### config.mk
export PLATFORM = sky130hd
export DESIGN_NAME = volume_meter_screen_flat
export DESIGN_NICKNAME = d
export VERILOG_FILES = /design/src/rtl/volume_meter_screen_pkg.sv /design/src/rtl/volume_meter_screen_if.sv /design/src/rtl/volume_level_tracker.sv /design/src/rtl/volume_meter_screen.sv /design/src/flat_wrapper.sv
export SDC_FILE = /design/constraint.sdc
export NUM_CORES = 1
export LEC_CHECK = 0
export CAP_MARGIN = 20
export CELL_PAD_IN_SITES_DETAIL_PLACEMENT = 1
export CELL_PAD_IN_SITES_GLOBAL_PLACEMENT = 1
export CORE_MARGIN = 1.5
export CORE_UTILIZATION = 34
export DETAILED_ROUTE_END_ITERATION = 12
export PLACE_DENSITY = 0.88
export SETUP_SLACK_MARGIN = 0.15
export SYNTH_ARGS = -nofsm -noshare
export SYNTH_HDL_FRONTEND = slang
export SYNTH_SLANG_ARGS = --single-unit
### constraint.sdc
create_clock -name clk -period 2.3 [get_ports clk]
set_input_delay 0.46 -clock clk [delete_from_list [all_inputs] [get_ports clk]]
set_output_delay 0.46 -clock clk [all_outputs]
set_load 0.01 [all_outputs]
### src/rtl/volume_meter_screen_pkg.sv
// Shared colours, theme records, bar bands and screen geometry for the volume meter screen.
package volume_screen_pkg;

  localparam logic [15:0] C_BLACK   = 16'h0000;
  localparam logic [15:0] C_WHITE   = 16'hFFFF;
  localparam logic [15:0] C_RED     = 16'hF800;
  localparam logic [15:0] C_GREEN   = 16'h07E0;
  localparam logic [15:0] C_BLUE    = 16'h001F;
  localparam logic [15:0] C_YELLOW  = 16'hFFE0;
  localparam logic [15:0] C_MAGENTA = 16'hF81F;
  localparam logic [15:0] C_PURPLE  = 16'h8010;
  localparam logic [15:0] C_ORANGE  = 16'hFD20;
  localparam logic [15:0] C_BROWN   = 16'hA145;
  localparam logic [15:0] C_SKYBLUE = 16'h867D;

  typedef struct packed {
    logic [15:0] low;
    logic [15:0] mid;
    logic [15:0] high;
    logic [15:0] marker;
    logic [15:0] bg;
  } theme_t;

  typedef enum logic [1:0] {BAND_LOW = 2'd0, BAND_MID = 2'd1, BAND_HIGH = 2'd2} band_t;
  typedef enum logic {PK_HOLD = 1'b0, PK_FALL = 1'b1} peak_state_t;

  localparam logic [6:0] OUTER_X_LO = 7'd1;
  localparam logic [6:0] OUTER_X_HI = 7'd94;
  localparam logic [5:0] OUTER_Y_LO = 6'd1;
  localparam logic [5:0] OUTER_Y_HI = 6'd62;
  localparam logic [6:0] MID_X_LO   = 7'd3;
  localparam logic [6:0] MID_X_HI   = 7'd92;
  localparam logic [5:0] MID_Y_LO   = 6'd3;
  localparam logic [5:0] MID_Y_HI   = 6'd60;
  localparam logic [6:0] INNER_X_LO = 7'd5;
  localparam logic [6:0] INNER_X_HI = 7'd90;
  localparam logic [5:0] INNER_Y_LO = 6'd5;
  localparam logic [5:0] INNER_Y_HI = 6'd58;
  localparam logic [6:0] BAR_X_LO   = 7'd18;
  localparam logic [6:0] BAR_X_HI   = 7'd77;
  localparam int         BAR_BASE_ROW = 32'sd46;

  function automatic theme_t theme_lookup(input logic [1:0] sel);
    theme_t t;
    case (sel)
      2'b00:   t = '{low: C_GREEN,  mid: C_YELLOW,  high: C_RED,     marker: C_WHITE, bg: C_BLACK};
      2'b01:   t = '{low: C_PURPLE, mid: C_BLUE,    high: C_ORANGE,  marker: C_BLACK, bg: C_WHITE};
      2'b10:   t = '{low: C_YELLOW, mid: C_GREEN,   high: C_MAGENTA, marker: C_WHITE, bg: C_BLUE};
      2'b11:   t = '{low: C_BROWN,  mid: C_MAGENTA, high: C_BLUE,    marker: C_BLACK, bg: C_SKYBLUE};
      default: t = '{low: C_GREEN,  mid: C_YELLOW,  high: C_RED,     marker: C_WHITE, bg: C_BLACK};
    endcase
    return t;
  endfunction

  // One-pixel outline of the rectangle spanning the given corners.
  function automatic logic on_rect(input logic [6:0] x, input logic [5:0] y,
                                   input logic [6:0] x_lo, input logic [6:0] x_hi,
                                   input logic [5:0] y_lo, input logic [5:0] y_hi);
    return (((x == x_lo) || (x == x_hi)) && (y >= y_lo) && (y <= y_hi)) ||
           (((y == y_lo) || (y == y_hi)) && (x >= x_lo) && (x <= x_hi));
  endfunction

endpackage

### src/rtl/volume_meter_screen_if.sv
// Pixel query, control and volume bundle between the frame source and the volume meter screen.
interface volume_meter_screen_if #(
  parameter int VOL_W = 5
);
  logic             frame_tick;
  logic [6:0]       x;
  logic [5:0]       y;
  logic [1:0]       theme_sw;
  logic [5:0]       display_sw;
  logic [VOL_W-1:0] volume;
  logic [15:0]      oled_data;

  modport master (output frame_tick, x, y, theme_sw, display_sw, volume, input oled_data);
  modport slave  (input frame_tick, x, y, theme_sw, display_sw, volume, output oled_data);
endinterface

### src/rtl/volume_level_tracker.sv
// Per-frame level ballistics (instant attack, stepped release) and, with PEAK_MARKER_EN, the peak-hold FSM.
module volume_level_tracker
  import volume_screen_pkg::*;
#(
  parameter int VOL_W            = 5,
  parameter int VOL_MAX          = 15,
  parameter int DECAY_FRAMES     = 4,
  parameter int PEAK_HOLD_FRAMES = 30,
  parameter int LVL_W            = 4
) (
  input  logic             clk,
  input  logic             rst,
  input  logic             frame_tick,
  input  logic [VOL_W-1:0] volume,
  output logic [LVL_W-1:0] level
`ifdef PEAK_MARKER_EN
  ,
  output logic [LVL_W-1:0] peak
`endif
);

  localparam int DEC_W = $clog2(DECAY_FRAMES + 1);

  logic [LVL_W-1:0] vin_s;
  logic [LVL_W-1:0] level_r;
  logic [LVL_W-1:0] level_nxt_s;
  logic [DEC_W-1:0] decay_cnt_r;
  logic [DEC_W-1:0] decay_nxt_s;

  // Clamp the instantaneous volume to full scale.
  always_comb begin
    if (volume > VOL_W'(VOL_MAX)) begin
      vin_s = LVL_W'(VOL_MAX);
    end else begin
      vin_s = LVL_W'(volume);
    end
  end

  // Attack jumps straight to the input; release steps down once every DECAY_FRAMES ticks.
  always_comb begin
    level_nxt_s = level_r;
    decay_nxt_s = decay_cnt_r;
    if (frame_tick) begin
      if (vin_s >= level_r) begin
        level_nxt_s = vin_s;
        decay_nxt_s = {DEC_W{1'b0}};
      end else if (decay_cnt_r == DEC_W'(DECAY_FRAMES - 1)) begin
        level_nxt_s = level_r - LVL_W'(1'b1);
        decay_nxt_s = {DEC_W{1'b0}};
      end else begin
        decay_nxt_s = decay_cnt_r + DEC_W'(1'b1);
      end
    end else begin
      level_nxt_s = level_r;
      decay_nxt_s = decay_cnt_r;
    end
  end

  // Level and release counter registers.
  always_ff @(posedge clk or posedge rst) begin
    if (rst) begin
      level_r     <= {LVL_W{1'b0}};
      decay_cnt_r <= {DEC_W{1'b0}};
    end else begin
      level_r     <= level_nxt_s;
      decay_cnt_r <= decay_nxt_s;
    end
  end

  assign level = level_r;

`ifdef PEAK_MARKER_EN
  localparam int HOLD_W = $clog2(PEAK_HOLD_FRAMES + 1);

  peak_state_t      state_r;
  peak_state_t      state_nxt_s;
  logic [LVL_W-1:0] peak_r;
  logic [LVL_W-1:0] peak_nxt_s;
  logic [LVL_W-1:0] peak_dec_s;
  logic [HOLD_W-1:0] hold_cnt_r;
  logic [HOLD_W-1:0] hold_nxt_s;

  // Peak follows the post-tick level upward, holds, then falls one step per tick back to it.
  always_comb begin
    state_nxt_s = state_r;
    peak_nxt_s  = peak_r;
    hold_nxt_s  = hold_cnt_r;
    peak_dec_s  = peak_r - LVL_W'(1'b1);
    if (frame_tick && (level_nxt_s >= peak_r)) begin
      peak_nxt_s  = level_nxt_s;
      hold_nxt_s  = {HOLD_W{1'b0}};
      state_nxt_s = PK_HOLD;
    end else if (frame_tick) begin
      case (state_r)
        PK_HOLD: begin
          if (hold_cnt_r == HOLD_W'(PEAK_HOLD_FRAMES - 1)) begin
            state_nxt_s = PK_FALL;
            hold_nxt_s  = {HOLD_W{1'b0}};
          end else begin
            hold_nxt_s  = hold_cnt_r + HOLD_W'(1'b1);
          end
        end
        PK_FALL: begin
          peak_nxt_s = peak_dec_s;
          if (peak_dec_s == level_nxt_s) begin
            state_nxt_s = PK_HOLD;
            hold_nxt_s  = {HOLD_W{1'b0}};
          end else begin
            state_nxt_s = PK_FALL;
          end
        end
        default: begin
          state_nxt_s = PK_HOLD;
          hold_nxt_s  = {HOLD_W{1'b0}};
        end
      endcase
    end else begin
      state_nxt_s = state_r;
    end
  end

  // Peak FSM state register.
  always_ff @(posedge clk or posedge rst) begin
    if (rst) begin
      state_r    <= PK_HOLD;
      peak_r     <= {LVL_W{1'b0}};
      hold_cnt_r <= {HOLD_W{1'b0}};
    end else begin
      state_r    <= state_nxt_s;
      peak_r     <= peak_nxt_s;
      hold_cnt_r <= hold_nxt_s;
    end
  end

  assign peak = peak_r;
`endif

endmodule

### src/rtl/volume_meter_screen.sv
// Stacked level-bar screen for the 96x64 OLED: maps a pixel query to a registered RGB565 colour.
// Build with PEAK_MARKER_EN defined to draw the peak-hold marker row.
module volume_meter_screen
  import volume_screen_pkg::*;
#(
  parameter int NUM_BARS         = 6,
  parameter int BAR_H            = 5,
  parameter int VOL_W            = 5,
  parameter int VOL_MAX          = 15,
  parameter int DECAY_FRAMES     = 4,
  parameter int PEAK_HOLD_FRAMES = 30
) (
  input logic clk,
  input logic rst,
  volume_meter_screen_if.slave bus
);

  localparam int LVL_W = $clog2(VOL_MAX + 1);

  logic [LVL_W-1:0] level_s;
  theme_t           theme_s;
  logic             in_cols_s;
  logic             bar_lit_s;
  logic             bar_en_s;
  logic             marker_s;
  logic [15:0]      bar_col_s;
  logic [15:0]      pixel_s;
  logic [15:0]      oled_data_r;
  int               y_i_s;
  int               lvl_i_s;
`ifdef PEAK_MARKER_EN
  logic [LVL_W-1:0] peak_s;
  int               pk_i_s;
  int               mark_row_s;
`endif

  function automatic int thr(input int k);
    return (k * VOL_MAX) / NUM_BARS;
  endfunction

  function automatic int bar_top(input int k);
    return BAR_BASE_ROW - (k + 32'sd1) * BAR_H + 32'sd1;
  endfunction

  function automatic int bar_bot(input int k);
    return BAR_BASE_ROW - k * BAR_H;
  endfunction

  function automatic band_t band_of(input int k);
    if (k < NUM_BARS / 32'sd3) begin
      return BAND_LOW;
    end else if (k < (32'sd2 * NUM_BARS) / 32'sd3) begin
      return BAND_MID;
    end else begin
      return BAND_HIGH;
    end
  endfunction

  volume_level_tracker #(
    .VOL_W            (VOL_W),
    .VOL_MAX          (VOL_MAX),
    .DECAY_FRAMES     (DECAY_FRAMES),
    .PEAK_HOLD_FRAMES (PEAK_HOLD_FRAMES),
    .LVL_W            (LVL_W)
  ) u_tracker (
    .clk        (clk),
    .rst        (rst),
    .frame_tick (bus.frame_tick),
    .volume     (bus.volume),
    .level      (level_s)
`ifdef PEAK_MARKER_EN
    ,
    .peak       (peak_s)
`endif
  );

  // Resolve which bar the row falls in, whether it is lit, and its band colour/enable.
  always_comb begin
    theme_s   = theme_lookup(bus.theme_sw);
    y_i_s     = int'(bus.y);
    lvl_i_s   = int'(level_s);
    in_cols_s = (bus.x >= BAR_X_LO) && (bus.x <= BAR_X_HI);
    bar_lit_s = 1'b0;
    bar_en_s  = 1'b0;
    bar_col_s = theme_s.bg;
    for (int k = 0; k < NUM_BARS; k++) begin
      if ((y_i_s >= bar_top(k)) && (y_i_s <= bar_bot(k))) begin
        bar_lit_s = (lvl_i_s > thr(k));
        case (band_of(k))
          BAND_LOW:  begin bar_en_s = bus.display_sw[5]; bar_col_s = theme_s.low;  end
          BAND_MID:  begin bar_en_s = bus.display_sw[4]; bar_col_s = theme_s.mid;  end
          BAND_HIGH: begin bar_en_s = bus.display_sw[3]; bar_col_s = theme_s.high; end
          default:   begin bar_en_s = 1'b0;              bar_col_s = theme_s.bg;   end
        endcase
      end else begin
        bar_lit_s = bar_lit_s;
      end
    end
  end

  // Marker sits on the top row of the highest bar the peak exceeds, lit or not.
  always_comb begin
`ifdef PEAK_MARKER_EN
    pk_i_s     = int'(peak_s);
    mark_row_s = bar_top(0);
    for (int k = 0; k < NUM_BARS; k++) begin
      if (pk_i_s > thr(k)) begin
        mark_row_s = bar_top(k);
      end else begin
        mark_row_s = mark_row_s;
      end
    end
    marker_s = (peak_s != {LVL_W{1'b0}}) && in_cols_s && (y_i_s == mark_row_s);
`else
    marker_s = 1'b0;
`endif
  end

  // Priority: borders outer to inner, then marker, then enabled lit bar, then background.
  always_comb begin
    pixel_s = theme_s.bg;
    if (bus.display_sw[2] && on_rect(bus.x, bus.y, OUTER_X_LO, OUTER_X_HI, OUTER_Y_LO, OUTER_Y_HI)) begin
      pixel_s = theme_s.low;
    end else if (bus.display_sw[1] && on_rect(bus.x, bus.y, MID_X_LO, MID_X_HI, MID_Y_LO, MID_Y_HI)) begin
      pixel_s = theme_s.mid;
    end else if (bus.display_sw[0] && on_rect(bus.x, bus.y, INNER_X_LO, INNER_X_HI, INNER_Y_LO, INNER_Y_HI)) begin
      pixel_s = theme_s.high;
    end else if (marker_s) begin
      pixel_s = theme_s.marker;
    end else if (in_cols_s && bar_lit_s && bar_en_s) begin
      pixel_s = bar_col_s;
    end else begin
      pixel_s = theme_s.bg;
    end
  end

  // Output pixel register.
  always_ff @(posedge clk or posedge rst) begin
    if (rst) begin
      oled_data_r <= 16'h0000;
    end else begin
      oled_data_r <= pixel_s;
    end
  end

  assign bus.oled_data = oled_data_r;

endmodule
### src/flat_wrapper.sv
// flat-port wrapper written by rule: the top's interface ports become plain ports
module volume_meter_screen_flat import volume_screen_pkg::*;
#(
  parameter int NUM_BARS         = 6,
  parameter int BAR_H            = 5,
  parameter int VOL_W            = 5,
  parameter int VOL_MAX          = 15,
  parameter int DECAY_FRAMES     = 4,
  parameter int PEAK_HOLD_FRAMES = 30
)
  (clk, rst, bus_frame_tick, bus_x, bus_y, bus_theme_sw, bus_display_sw, bus_volume, bus_oled_data);
  volume_meter_screen_if #(.VOL_W(VOL_W)) bus_i ();
  input logic clk;
  input logic rst;
  input wire logic [$bits(bus_i.frame_tick)-1:0] bus_frame_tick;
  input wire logic [$bits(bus_i.x)-1:0] bus_x;
  input wire logic [$bits(bus_i.y)-1:0] bus_y;
  input wire logic [$bits(bus_i.theme_sw)-1:0] bus_theme_sw;
  input wire logic [$bits(bus_i.display_sw)-1:0] bus_display_sw;
  input wire logic [$bits(bus_i.volume)-1:0] bus_volume;
  output wire logic [$bits(bus_i.oled_data)-1:0] bus_oled_data;
  assign bus_i.frame_tick = bus_frame_tick;
  assign bus_i.x = bus_x;
  assign bus_i.y = bus_y;
  assign bus_i.theme_sw = bus_theme_sw;
  assign bus_i.display_sw = bus_display_sw;
  assign bus_i.volume = bus_volume;
  assign bus_oled_data = bus_i.oled_data;
  volume_meter_screen #(.NUM_BARS(NUM_BARS), .BAR_H(BAR_H), .VOL_W(VOL_W), .VOL_MAX(VOL_MAX), .DECAY_FRAMES(DECAY_FRAMES), .PEAK_HOLD_FRAMES(PEAK_HOLD_FRAMES)) u_core (.clk(clk), .rst(rst), .bus(bus_i));
endmodule
==> out/metrics.cfg <==
[critical_path]
path_cells = inv_2 > ha_4 > nor3b_4 > nor4_1 > nor3_1 > a211o_2 > buf_4 > a211oi_2 > o221a_2 > o2bb2ai_1
slowest_stage = dfrtp_2
crit_required_ns = 2.45
setup.worst_path.class = reg -> reg
end_kind = register
max_stage_delay_ns = 0.44
crit_family = compound AO/OA/AOI/OAI gates
critPathMaxFanout = 5
cp_num_cells = 10
crit_arrival_ns = 2.67
r2r_cells = 10
path_buf_inv = 2
start_kind = register

[drt]
wl_um = 12300
ant_nets = 0
drc = 0
vias = 3068
post_drt_wl_per_cell_um = 25.4
drt_iter0_drc = 249
first_pass_iters = 4
viasPerCell = 6.34

[timing]
tns_ns = -1.38
slew_viol_final = 0
finalSetupViolCount = 12
relSlewSlack_pct = 48.8
hold_viol = 0
setup_slack_ns = -0.219
max_freq_ghz = 0.397
period_needed_ns = 2.52
min_period_over_period_pct = 110
rsz0062_at_grt = true
worstMarginPinSlew_ns = 0.768
finClkSkew_ns = 0.00531

[yosys]
synth_async_sr_flop_share_pct = 100
ys_warn_count = 0
yosysSeqAreaShare_pct = 22.6
avgSynthCellArea_um2 = 7.75
ys.flop_type = dfrtp_1
syn_nets = 313
syn-cell-area_um2 = 2100
synth_edf_count = 0
synth-seq-cells = 19
synth_cells = 271
synth.distinct_cells = 69

[pwr]
p_leak_nw = 1.62
power_switching_mw = 1.10
seqPwrFrac_pct = 21.2
power_frac_clock_pct = 10.6
vdd_ir_drop_max_uv = 678
internal_power_mw = 1.32
p_sw_share_pct = 45.4
cellPowerDensity_nw_per_um2 = 623
comb_power_share_pct = 68.3

[min_path]
worstHoldPathType = reg -> reg
hold_depth = 1

[global_routing]
grt_pass1_wl_um = 15100
grt_pass1_vias = 3082
grt_max_degree = 20
grt_overflow = 0
grtUsageTotal_pct = 29.8
antenna_found_initial = 0

[cts]
cts_tree = done
numCtsBuffers = 3
clock_path_buffers = 2
cts_hold_buf = 0
numClockSinks = 19
clk_pin_slew_ns = 0.08
htree_levels = 1
worstSkewPairLatency_ns = 0.27
cts_root_buf = clkbuf_8

[status]
violations = setup timing
run_status = complete, but fails checks

[layout]
layoutNonFillerInstCount = 484
drive_above_1_share_pct = 49.9
nets = 452
finalInstanceArea_um2 = 3870
diodes = 0
seq_area_um2 = 477
layout_common_cells = buf_4, clkdlybuf4s50_1, nand2_1
synthToLayoutAreaGrowth_pct = 84.4
multi_input_area_um2 = 1960
nFillCells = 678
final_common_cell = buf_4

[placement]
gp_routability_congestion = 0.909
place_area_um2 = 3180
dp_hpwl_um = 6220
io_buffer_count = 44
dp_cells = 457

[die]
num_io_pins = 45
die_w_um = 81.6
die_h_um = 81.6
fp.dieArea_um2 = 6660
core_area_um2 = 5960
num_rows = 28
initial_utilization_pct = 35.3

[run]
cap_viol_max_count = 0

-- state kept, by name, indices dropped and copies added (netlist names) --
register                      count
u_core.bus.oled_data             12
u_core.u_tracker.decay_cnt_r      3
u_core.u_tracker.level            4
-- cell families (layout without fill, tap and decap cells) --
kind of cell,after synthesis,after routing,synth area share [%]
adders and majority gates,13,13,7.75
buffers and inverters,28,165,6.79
and+or+nand+nor,110,110,27.1
muxes,4,4,1.97
DFF,19,19,22.6
AOI/OAI and AO/OA,96,97,33.3
xor gates and xnor gates,1,1,0.417
-- synth_stat cells, types with 3 or more instances --
library cell,n,area share (%)
a31oi_1,6,1.8
o21a_1,3,1.1
a21oi_1,10,2.4
ha_1,13,7.7
o211ai_1,3,1.1
or2_2,5,1.5
nor2_1,28,5.0
mux2i_1,3,1.4
o21ai_0,19,4.5
nor4_1,5,1.5
o31ai_1,3,1.1
nand2b_1,7,2.1
or4_1,3,1.1
clkbuf_1,4,0.71
buf_2,3,0.71
and2_1,3,0.89
o32ai_1,4,1.7
dfrtp_1,19,23
nor3_1,7,1.7
nand2_1,28,5.0
a211oi_1,5,1.8
buf_4,5,1.8
a21o_1,7,2.5
o2bb2ai_1,4,1.7
nand3_1,7,1.7
inv_1,12,2.1
-- power by group through the flow --
stage	combinational (mW)	sequential, mW	clock, mW
6_report	1.65	0.510	0.255
5_1_grt	1.76	0.516	0.267
4_1_cts	1.23	0.488	0.232
3_5_place_dp	1.05	0.483	0
3_3_place_gp	0.981	0.477	0
2_1_floorplan	0.548	0.489	0
-- routing by layer --
| layer | GRT usage [%] | share of wire, % | wire length [um] |
|---|---|---|---|
| met1 | 32.2 | 39 | 4830 |
| met2 | 56.6 | 49 | 6020 |
| met3 | 3.22 | 5.8 | 717 |
| met4 | 15.4 | 6.0 | 733 |
| met5 | 0 | 0 | 0 |
-- area by class of cell --
| class | instances | area share [%] |
|---|---|---|
| Sequential cell | 19 | 12.3 |
| Clock buffer | 3 | 1.07 |
| Clock inverter | 1 | 0.129 |
| Tap cell | 75 | 2.42 |
| Multi-Input combinational cell | 225 | 50.6 |
| Timing Repair Buffer | 149 | 32.2 |
| Inverter | 12 | 1.23 |
-- timing repair --
| action | in CTS | in global routing |
|---|---|---|
| hold endpoints to repair | 0 | 0 |
| endpoints found under the setup margin | 19 | 17 |
| gates resized for setup | 97 | 67 |
| gates cloned | 0 | 1 |
| buffers inserted | 13 | 9 |
| pin swaps | 27 | 23 |
-- metrics by stage --
stage | setup WS (ns) | util (%) | hold WS [ns] | total power [mW]
6_report | -0.219 | 65.0 | 0.578 | 2.41
3_5_place_dp | -0.688 | 53.3 | 0.536 | 1.53
5_1_grt | -0.244 | 65.0 | 0.585 | 2.54
3_3_place_gp | -0.587 | 53.3 | 0.507 | 1.46
4_1_cts | 0.00569 | 59.6 | 0.560 | 1.95
2_1_floorplan | -0.00735 | - | 0.411 | 1.04
-- worst paths after layout --
path	endpoint	slack, ns	startpoint
worst max-delay path	u_core.bus.oled_data[2]	-0.22	u_core.u_tracker.level[0]
worst min-delay path	u_core.u_tracker.decay_cnt_r[2]	0.58	u_core.u_tracker.decay_cnt_r[2]
worst max register to register	u_core.bus.oled_data[2]	-0.22	u_core.u_tracker.level[0]
worst min register to register	u_core.u_tracker.decay_cnt_r[2]	0.58	u_core.u_tracker.decay_cnt_r[2]
max in group asynchronous	u_core.u_tracker.level[0]	1.12	rst
min in group asynchronous	u_core.bus.oled_data[1]	0.65	rst
(Power assumes the default switching activity.)
